==> src/rtl/instr_mem_loader_if.sv <==
// Byte-stream, control and instruction-memory write bus between a program
// source and the instruction memory loader.
interface instr_mem_loader_if #(
  parameter int ADDR_WIDTH = 32,
  parameter int CNT_WIDTH  = 16
);
  logic                  start;
  logic [ADDR_WIDTH-1:0] base_addr;
  logic [CNT_WIDTH-1:0]  num_words;
  logic [7:0]            byte_in;
  logic                  byte_valid;
  logic                  byte_ready;
  logic                  mem_we;
  logic [ADDR_WIDTH-1:0] mem_addr;
  logic [31:0]           mem_din;
  logic                  cpu_hold;
  logic                  done;
  logic                  len_err;

  modport master (
    output start, base_addr, num_words, byte_in, byte_valid,
    input  byte_ready, mem_we, mem_addr, mem_din, cpu_hold, done, len_err
  );

  modport slave (
    input  start, base_addr, num_words, byte_in, byte_valid,
    output byte_ready, mem_we, mem_addr, mem_din, cpu_hold, done, len_err
  );
endinterface

==> src/rtl/instr_mem_loader.sv <==
// Packs a big-endian byte stream into 32-bit words and writes them to
// consecutive instruction memory addresses while holding the CPU stalled.
module instr_mem_loader #(
  parameter int ADDR_WIDTH = 32,
  parameter int MAX_WORDS  = 1024,
  parameter int CNT_WIDTH  = 16
) (
  input  logic                  clk,
  input  logic                  reset_n,
  instr_mem_loader_if.slave     bus
);
  localparam logic [1:0] IDLE  = 2'd0;
  localparam logic [1:0] LOAD  = 2'd1;
  localparam logic [1:0] WRITE = 2'd2;
  localparam logic [1:0] DONE  = 2'd3;

  localparam logic [CNT_WIDTH-1:0] MAX_CNT = CNT_WIDTH'(MAX_WORDS);

  logic [1:0]            state;
  logic [1:0]            byte_cnt;
  logic [23:0]           shreg;
  logic [CNT_WIDTH-1:0]  words_left;
  logic [ADDR_WIDTH-1:0] addr;
  logic [31:0]           din;
  logic                  len_err;
  logic                  over_len;

  assign over_len = (bus.num_words > MAX_CNT);

  always_ff @(posedge clk or negedge reset_n) begin
    if (!reset_n) begin
      state      <= IDLE;
      byte_cnt   <= 2'd0;
      shreg      <= 24'd0;
      words_left <= '0;
      addr       <= '0;
      din        <= 32'd0;
      len_err    <= 1'b0;
    end else begin
      case (state)
        IDLE, DONE: begin
          if (bus.start) begin
            addr       <= {bus.base_addr[ADDR_WIDTH-1:2], 2'b00};
            words_left <= over_len ? MAX_CNT : bus.num_words;
            len_err    <= over_len;
            byte_cnt   <= 2'd0;
            state      <= (bus.num_words == '0) ? DONE : LOAD;
          end
        end
        LOAD: begin
          if (bus.byte_valid) begin
            // Only the low 24 bits are kept; the 4th byte completes the word.
            shreg    <= {shreg[15:0], bus.byte_in};
            byte_cnt <= byte_cnt + 2'd1;
            if (byte_cnt == 2'd3) begin
              din   <= {shreg, bus.byte_in};
              state <= WRITE;
            end
          end
        end
        WRITE: begin
          addr       <= addr + ADDR_WIDTH'(4);
          words_left <= words_left - 1'b1;
          state      <= (words_left == CNT_WIDTH'(1)) ? DONE : LOAD;
        end
        default: state <= IDLE;
      endcase
    end
  end

  assign bus.byte_ready = (state == LOAD);
  assign bus.cpu_hold   = (state == LOAD) || (state == WRITE);
  assign bus.mem_we     = (state == WRITE);
  assign bus.done       = (state == DONE);
  assign bus.mem_addr   = addr;
  assign bus.mem_din    = din;
  assign bus.len_err    = len_err;
endmodule

==> src/flat_wrapper.sv <==
// flat-port wrapper written by rule: the top's interface ports become plain ports
module instr_mem_loader_flat 
#(
  parameter int ADDR_WIDTH = 32,
  parameter int MAX_WORDS  = 1024,
  parameter int CNT_WIDTH  = 16
)
  (clk, reset_n, bus_start, bus_base_addr, bus_num_words, bus_byte_in, bus_byte_valid, bus_byte_ready, bus_mem_we, bus_mem_addr, bus_mem_din, bus_cpu_hold, bus_done, bus_len_err);
  instr_mem_loader_if #(.ADDR_WIDTH(ADDR_WIDTH), .CNT_WIDTH(CNT_WIDTH)) bus_i ();
  input  logic clk;
  input  logic reset_n;
  input wire logic [$bits(bus_i.start)-1:0] bus_start;
  input wire logic [$bits(bus_i.base_addr)-1:0] bus_base_addr;
  input wire logic [$bits(bus_i.num_words)-1:0] bus_num_words;
  input wire logic [$bits(bus_i.byte_in)-1:0] bus_byte_in;
  input wire logic [$bits(bus_i.byte_valid)-1:0] bus_byte_valid;
  output wire logic [$bits(bus_i.byte_ready)-1:0] bus_byte_ready;
  output wire logic [$bits(bus_i.mem_we)-1:0] bus_mem_we;
  output wire logic [$bits(bus_i.mem_addr)-1:0] bus_mem_addr;
  output wire logic [$bits(bus_i.mem_din)-1:0] bus_mem_din;
  output wire logic [$bits(bus_i.cpu_hold)-1:0] bus_cpu_hold;
  output wire logic [$bits(bus_i.done)-1:0] bus_done;
  output wire logic [$bits(bus_i.len_err)-1:0] bus_len_err;
  assign bus_i.start = bus_start;
  assign bus_i.base_addr = bus_base_addr;
  assign bus_i.num_words = bus_num_words;
  assign bus_i.byte_in = bus_byte_in;
  assign bus_i.byte_valid = bus_byte_valid;
  assign bus_byte_ready = bus_i.byte_ready;
  assign bus_mem_we = bus_i.mem_we;
  assign bus_mem_addr = bus_i.mem_addr;
  assign bus_mem_din = bus_i.mem_din;
  assign bus_cpu_hold = bus_i.cpu_hold;
  assign bus_done = bus_i.done;
  assign bus_len_err = bus_i.len_err;
  instr_mem_loader #(.ADDR_WIDTH(ADDR_WIDTH), .MAX_WORDS(MAX_WORDS), .CNT_WIDTH(CNT_WIDTH)) u_core (.clk(clk), .reset_n(reset_n), .bus(bus_i));
endmodule
==> config.mk <==
export PLATFORM = sky130hd
export DESIGN_NAME = instr_mem_loader_flat
export DESIGN_NICKNAME = d
export VERILOG_FILES = /design/src/rtl/instr_mem_loader_if.sv /design/src/rtl/instr_mem_loader.sv /design/src/flat_wrapper.sv
export SDC_FILE = /design/constraint.sdc
export NUM_CORES = 1
export LEC_CHECK = 0
export CORE_ASPECT_RATIO = 2
export CORE_MARGIN = 5
export CORE_UTILIZATION = 48
export CTS_BUF_LIST = sky130_fd_sc_hd__clkbuf_4 sky130_fd_sc_hd__clkbuf_8 sky130_fd_sc_hd__clkbuf_16
export DETAILED_ROUTE_END_ITERATION = 10
export PLACE_DENSITY = 0.77
export SLEW_MARGIN = 20
export SYNTH_ARGS = -nofsm -noshare
export SYNTH_HDL_FRONTEND = slang
export SYNTH_SLANG_ARGS = --single-unit
==> constraint.sdc <==
create_clock -name clk -period 6.35 [get_ports clk]
set_clock_uncertainty 0.1 [all_clocks]
set_input_delay 0.9525 -clock clk [delete_from_list [all_inputs] [get_ports clk]]
set_output_delay 0.9525 -clock clk [all_outputs]
set_load 0.05 [all_outputs]
==> results of run 1 <==
==> worst min-delay path by stage <==
stage	startpoint	endpoint	slack [ps]	depth (start not counted)
CTS	u_core.words_left[11]$_DFFE_PN0P_	u_core.words_left[11]$_DFFE_PN0P_	400	1
floorplan	u_core.words_left[11]$_DFFE_PN0P_	u_core.words_left[11]$_DFFE_PN0P_	350	1
global placement	u_core.bus.len_err$_DFFE_PN0P_	u_core.bus.len_err$_DFFE_PN0P_	370	2
finish	u_core.bus.len_err$_DFFE_PN0P_	u_core.bus.len_err$_DFFE_PN0P_	390	2
detailed placement	u_core.bus.len_err$_DFFE_PN0P_	u_core.bus.len_err$_DFFE_PN0P_	380	2
global route	u_core.bus.mem_din[7]$_DFFE_PN0P_	u_core.bus.mem_din[7]$_DFFE_PN0P_	420	1
==> final cells by class <==
type,count,share of cell area
clock buffer,9,0.0316
clock inverter,6,0.00684
inverter,23,0.0121
multi-input combinational,392,0.372
sequential,107,0.375
tap,142,0.0249
timing repair buffer,128,0.178
==> flip-flops by register name, indices dropped and copies added (netlist names) <==
| name | cells |
|---|---|
| u_core.bus.len_err | 1 |
| u_core.bus.mem_addr | 30 |
| u_core.bus.mem_din | 32 |
| u_core.byte_cnt | 2 |
| u_core.shreg | 24 |
| u_core.state | 2 |
| u_core.words_left | 16 |
==> power by group through the flow <==
stage	clock [mW]	sequential, mW	combinational [mW]
2_1_floorplan	0	1.87	1.09
3_3_place_gp	0	1.30	2.33
3_5_place_dp	0	1.32	2.40
4_1_cts	0.540	1.31	2.41
5_1_grt	0.562	1.36	2.58
6_report	0.522	1.32	2.40
==> worst reg2reg max path, cell delays in order, from the launching register on <==
cell      delay [ps]
dfrtp_1          430
inv_1             80
ha_2             160
buf_4            460
inv_2            340
o21ai_4          670
nand2_1          480
a211oi_2         620
a221o_1          260
==> stage by stage <==
step | area [µm²] | instances | hold WS [ps] | power, mW
finish | 7140 | 807 | 393 | 4.24
global placement | 6850 | 792 | 375 | 3.63
CTS | 7130 | 807 | 395 | 4.26
global route | 7140 | 807 | 423 | 4.51
floorplan | 5540 | 553 | 349 | 2.96
detailed placement | 6850 | 792 | 381 | 3.72
==> layer usage <==
layer	vias to the layer above	wire (µm)	part of all wire	track usage
met5	-	0	0	0
met4	0	371	0.026	0.0929
met3	25	771	0.054	0.0365
met2	175	7690	0.54	0.368
met1	2361	5490	0.38	0.244
li1	2257	-	-	-
==> cells by family (layout without fill, tap and decap cells) <==
logic type,after synthesis,count (layout),share of synthesized area
adders and majority gates,8,8,0.0181
buffers and inverters,54,166,0.0398
muxes,70,70,0.139
and+or+nand+nor,178,178,0.167
other,1,2,0.000677
xor gates and xnor gates,4,4,0.00633
AOI/OAI and AO/OA,130,130,0.144
DFF,107,107,0.484
==> layout by cell type (no fill, tap or decap), types with 4 or more instances in the layout <==
| master | n |
|---|---|
| a21oi_1 | 36 |
| a221o_1 | 7 |
| a31oi_1 | 10 |
| and2_1 | 4 |
| and3_1 | 13 |
| buf_4 | 5 |
| clkbuf_16 | 9 |
| clkdlybuf4s50_1 | 123 |
| dfrtp_1 | 107 |
| ha_1 | 7 |
| inv_1 | 21 |
| mux2_2 | 56 |
| mux2i_1 | 13 |
| nand2_1 | 43 |
| nand3_1 | 31 |
| nand4_1 | 8 |
| nor2_1 | 33 |
| nor3_1 | 16 |
| nor4_1 | 8 |
| nor4_2 | 4 |
| o21ai_0 | 33 |
| o22ai_1 | 20 |
| or3_1 | 5 |
==> impl_metrics.tcl, run 1 <==
set metrics [dict create \
    status "complete, no violations" \
    synth_area_leaders "dfrtp_1 (48%), mux2_2 (11%), a21oi_1 (3.3%), o21ai_0 (3.0%), nand2_1 (2.9%)" \
    ir_worst_vdd_v 0.000449 \
    pin_count 129 \
    dr.pass1.iters 5 \
    setup_viol 0 \
    cp_cell_sequence "inv_1 > ha_2 > buf_4 > inv_2 > o21ai_4 > nand2_1 > a211oi_2 > a221o_1" \
    cts-buffers-inserted 9 \
    grt_pass1_wl_um 23400 \
    cp_data_arrival_time_ps 3840 \
    area_delta_synth_final_pct 29.0 \
    hold_buffers 0 \
    hp-class "reg2reg" \
    final_nets 729 \
    r2r_cells 8 \
    start_util 0.490 \
    synth_edf_count 0 \
    overflow 0 \
    yosysWarnings 0 \
    core-area_mm2 0.0113 \
    grt_antenna_before_repair 0 \
    postSynthAreaPerCell_um2 10.0 \
    powerDensity_mw_per_mm2 594 \
    async_reset_ff_frac 1.00 \
    grt_max_degree 56 \
    worst_slew_pin_slew_ps 1020 \
    portBuffers 124 \
    start_kind "register" \
    drt_wl_total_um 14300 \
    drive_gt1_frac 0.137 \
    p_clk_frac 0.123 \
    p_comb_frac 0.567 \
    synth_top_area_cell "dfrtp_1" \
    critical_path_buf_inv_count 3 \
    critPathSlowestCell "o21ai_4" \
    vias_per_cell 5.97 \
    period_needed_ps 3660 \
    worstSetupPathType "reg2reg" \
    finalWorstSetupSlack_ps 2690 \
    seqCellArea_mm2 0.00268 \
    crit-reg2reg-launch "u_core.state[0]$_DFFE_PN0P_" \
    synth_flop_cell "dfrtp_1" \
    n_antenna_cell 0 \
    synth_area_mm2 0.00554 \
    fill_cells 925 \
    die_h_um 162 \
    cts-root-buf "clkbuf_16" \
    synth.ff_latch_count 107 \
    p_switching_mw 2.10 \
    r2r_setup_slack_ps 2690 \
    path_delay_family "compound AO/OA/AOI/OAI gates" \
    synth_top_area_share 0.484 \
    synth.distinct_cells 57 \
    cp.depth 8 \
    switching_share 0.495 \
    netlist_instances 552 \
    synth_commonest_cells "dfrtp_1 (107), mux2_2 (56), nand2_1 (43)" \
    yosysMostFrequentCell "dfrtp_1" \
    fmax_mhz 273 \
    endpoint "u_core.words_left[7]$_DFFE_PN0P_" \
    cpPeakStageDelay_ps 660 \
    drtIter0Drc 175 \
    critPathLaunch "u_core.state[0]$_DFFE_PN0P_" \
    synth-seq-area-share 0.484 \
    cts_tree "yes" \
    gp_congestion 0.876 \
    cts.sinks 107 \
    required_ps 6530 \
    period_share 0.576 \
    slew_headroom 0.317 \
    die-area_mm2 0.0139 \
    grt_pass1_vias 4804 \
    r2r-end "u_core.words_left[7]$_DFFE_PN0P_" \
    cp_max_fo 54 \
    clock_path_buffers 2 \
    clkLatencyLatePin_ps 350 \
    remaining_drc_errors 0 \
    vias 4818 \
    fin_util 0.632 \
    end_kind "register" \
    multi_input_area_mm2 0.00265 \
    num_rows 55 \
    place_ws_ps 2140 \
    pwr-share-seq 0.310 \
    cts.repair.resized 0 \
    cts.clk_slew.worst_paths_ps 70 \
    dieWidth_um 85.9 \
    rsz0062_at_grt "false" \
    detail-route-antenna-nets 0 \
    h-tree-depth 3 \
    gr-usage-all-layers 0.209 \
    place.detailed.hpwl_um 10500 \
    fin_tns_setup_ps 0 \
    post_cts_buffers 0 \
    slew_violations 0 \
    drv_cap 0 \
    p_int_mw 2.14 \
    p_leak_nw 3.03 \
    wl_per_cell_um 17.7 \
    hold_violations 0 \
]
No activity file was read; power rests on OpenSTA's default activity.
==> run 2, diff against run 1 <==
- clock period: 6.35 -> 3.45 ns (I/O delays scaled with it)
==> run 2 against run 1 <==
Compared with the run above:
- global-route usage grew 0.28 points
- cell count increased by 0.74%
- register-to-register slack worse by 1900 ps
- total power is 86% higher
- largest power group unchanged
- flip-flop and latch count unchanged
- first-iteration DRC count up 31%
- clock power increased by 93%
- sequential power is 83% higher
==> impl_metrics.tcl, run 2 (synthesized netlist as in run 1, its figures left out) <==
set metrics [dict create \
    status "complete, no violations" \
    finalPower_mw 7.88 \
    remaining_drc_errors 0 \
    clkLatencyLatePin_ps 340 \
    cp_data_arrival_time_ps 2170 \
    top_usage_layer "met2" \
    hp-class "in2async" \
    drive_gt1_frac 0.143 \
    met2_usage 0.371 \
    cpPeakStageDelay_ps 830 \
    cts-buffers-inserted 9 \
    ir_worst_vdd_v 0.00111 \
    largest_reg_flops 32 \
    start_util 0.490 \
    cts.sinks 107 \
    fin_util 0.638 \
    critPathSlowestCell "clkdlybuf4s50_1" \
    setup_viol 0 \
    fin_tns_setup_ps 0 \
    area_delta_synth_final_pct 30.1 \
    period_needed_ps 2790 \
    pin_count 129 \
    fmax_mhz 359 \
    hold_buffers 0 \
    post_cts_buffers 0 \
    final_nets 734 \
    num_rows 55 \
    cp_max_fo 8 \
    start_kind "register" \
    worst_slew_pin_slew_ps 812 \
    cts.clk_slew.worst_paths_ps 70 \
    gp_congestion 0.890 \
    rsz0062_at_grt "false" \
    cts-root-buf "clkbuf_16" \
    detail-route-antenna-nets 0 \
    cts.repair.resized 0 \
    gr-usage-all-layers 0.212 \
    cp_cell_sequence "inv_1 > ha_2 > inv_2 > clkdlybuf4s50_1" \
    final_cell_mix "clkdlybuf4s50_1 (123), dfrtp_1 (107), mux2_2 (56), nand2_1 (43), a21oi_1 (36)" \
    drv_cap 0 \
    portBuffers 124 \
    die_h_um 162 \
    drtIter0Drc 230 \
    vias 4751 \
    slew_headroom 0.457 \
    dieWidth_um 85.9 \
    slew_violations 0 \
    p_leak_nw 3.07 \
    overflow 0 \
    place.detailed.hpwl_um 10700 \
    worstSetupPathType "reg2out" \
    die-area_mm2 0.0139 \
    clock_path_buffers 2 \
    h-tree-depth 3 \
    grtUsageMet1 0.247 \
    grtUsageMet3 0.0391 \
    n_antenna_cell 0 \
    dr.pass1.iters 5 \
    period_share 0.808 \
    required_ps 2830 \
    drt_wl_total_um 14400 \
    core-area_mm2 0.0113 \
    grt_antenna_before_repair 0 \
    grt_max_degree 63 \
    final_common_cell "clkdlybuf4s50_1" \
    wl_per_cell_um 17.7 \
    grt_pass1_vias 4913 \
    hold_violations 0 \
    r2r_setup_slack_ps 770 \
    powerDensity_mw_per_mm2 1090 \
    cts_tree "yes" \
    r2r_cells 6 \
    end_kind "output port" \
    vias_per_cell 5.84 \
    grt_pass1_wl_um 23600 \
]
==> run 2: final cells by class <==
| type | instances | area, µm² |
|---|---|---|
| Multi-Input combinational cell | 392 | 2640 |
| Clock buffer | 10 | 239 |
| Timing Repair Buffer | 133 | 1320 |
| Clock inverter | 6 | 56.3 |
| Sequential cell | 107 | 2680 |
| Fill cell | 964 | 4090 |
| Tap cell | 142 | 178 |
| Inverter | 23 | 86.3 |
==> run 2: metrics by stage <==
stage          instances  instance area [µm²]  hold slack (ps)  setup slack (ps)
3_3_place_gp         797                 6900              370               906
3_5_place_dp         797                 6900              381               834
6_report             813                 7200              148               662
4_1_cts              813                 7200              184               658
5_1_grt              813                 7200              219               534
2_1_floorplan        553                 5540              122               978
==> run 2: where the power goes <==
part	total, mW	switching [mW]	internal [mW]
Combinational	4.45	2.82	1.63
Clock	1.01	0.483	0.527
Sequential	2.42	0.578	1.84
Total	7.88	3.88	4.00
==> run 2: metal layers <==
metal | vias up | wire length [µm]
li1 | 2255 | -
met5 | - | 0
met1 | 2308 | 5510
met4 | 0 | 433
met2 | 158 | 7670
met3 | 30 | 747
==> run 2: critical path, delay by kind of cell, from the launching register on <==
family / cells / cell delay, ps
buffers and inverters: 3 / 1070
flip-flops: 1 / 430
adder cells (fa/ha/maj): 1 / 310
==> run 2: worst paths after layout <==
check	from	endpoint
min in group clk	u_core.bus.len_err$_DFFE_PN0P_	u_core.bus.len_err$_DFFE_PN0P_
worst min-delay path	reset_n	u_core.shreg[13]$_DFFE_PN0P_
worst max-delay path	u_core.state[0]$_DFFE_PN0P_	bus_cpu_hold
worst max register to register	u_core.state[0]$_DFFE_PN0P_	u_core.bus.mem_addr[31]$_DFFE_PN0P_
max in group asynchronous	reset_n	u_core.shreg[8]$_DFFE_PN0P_
worst min register to register	u_core.bus.len_err$_DFFE_PN0P_	u_core.bus.len_err$_DFFE_PN0P_
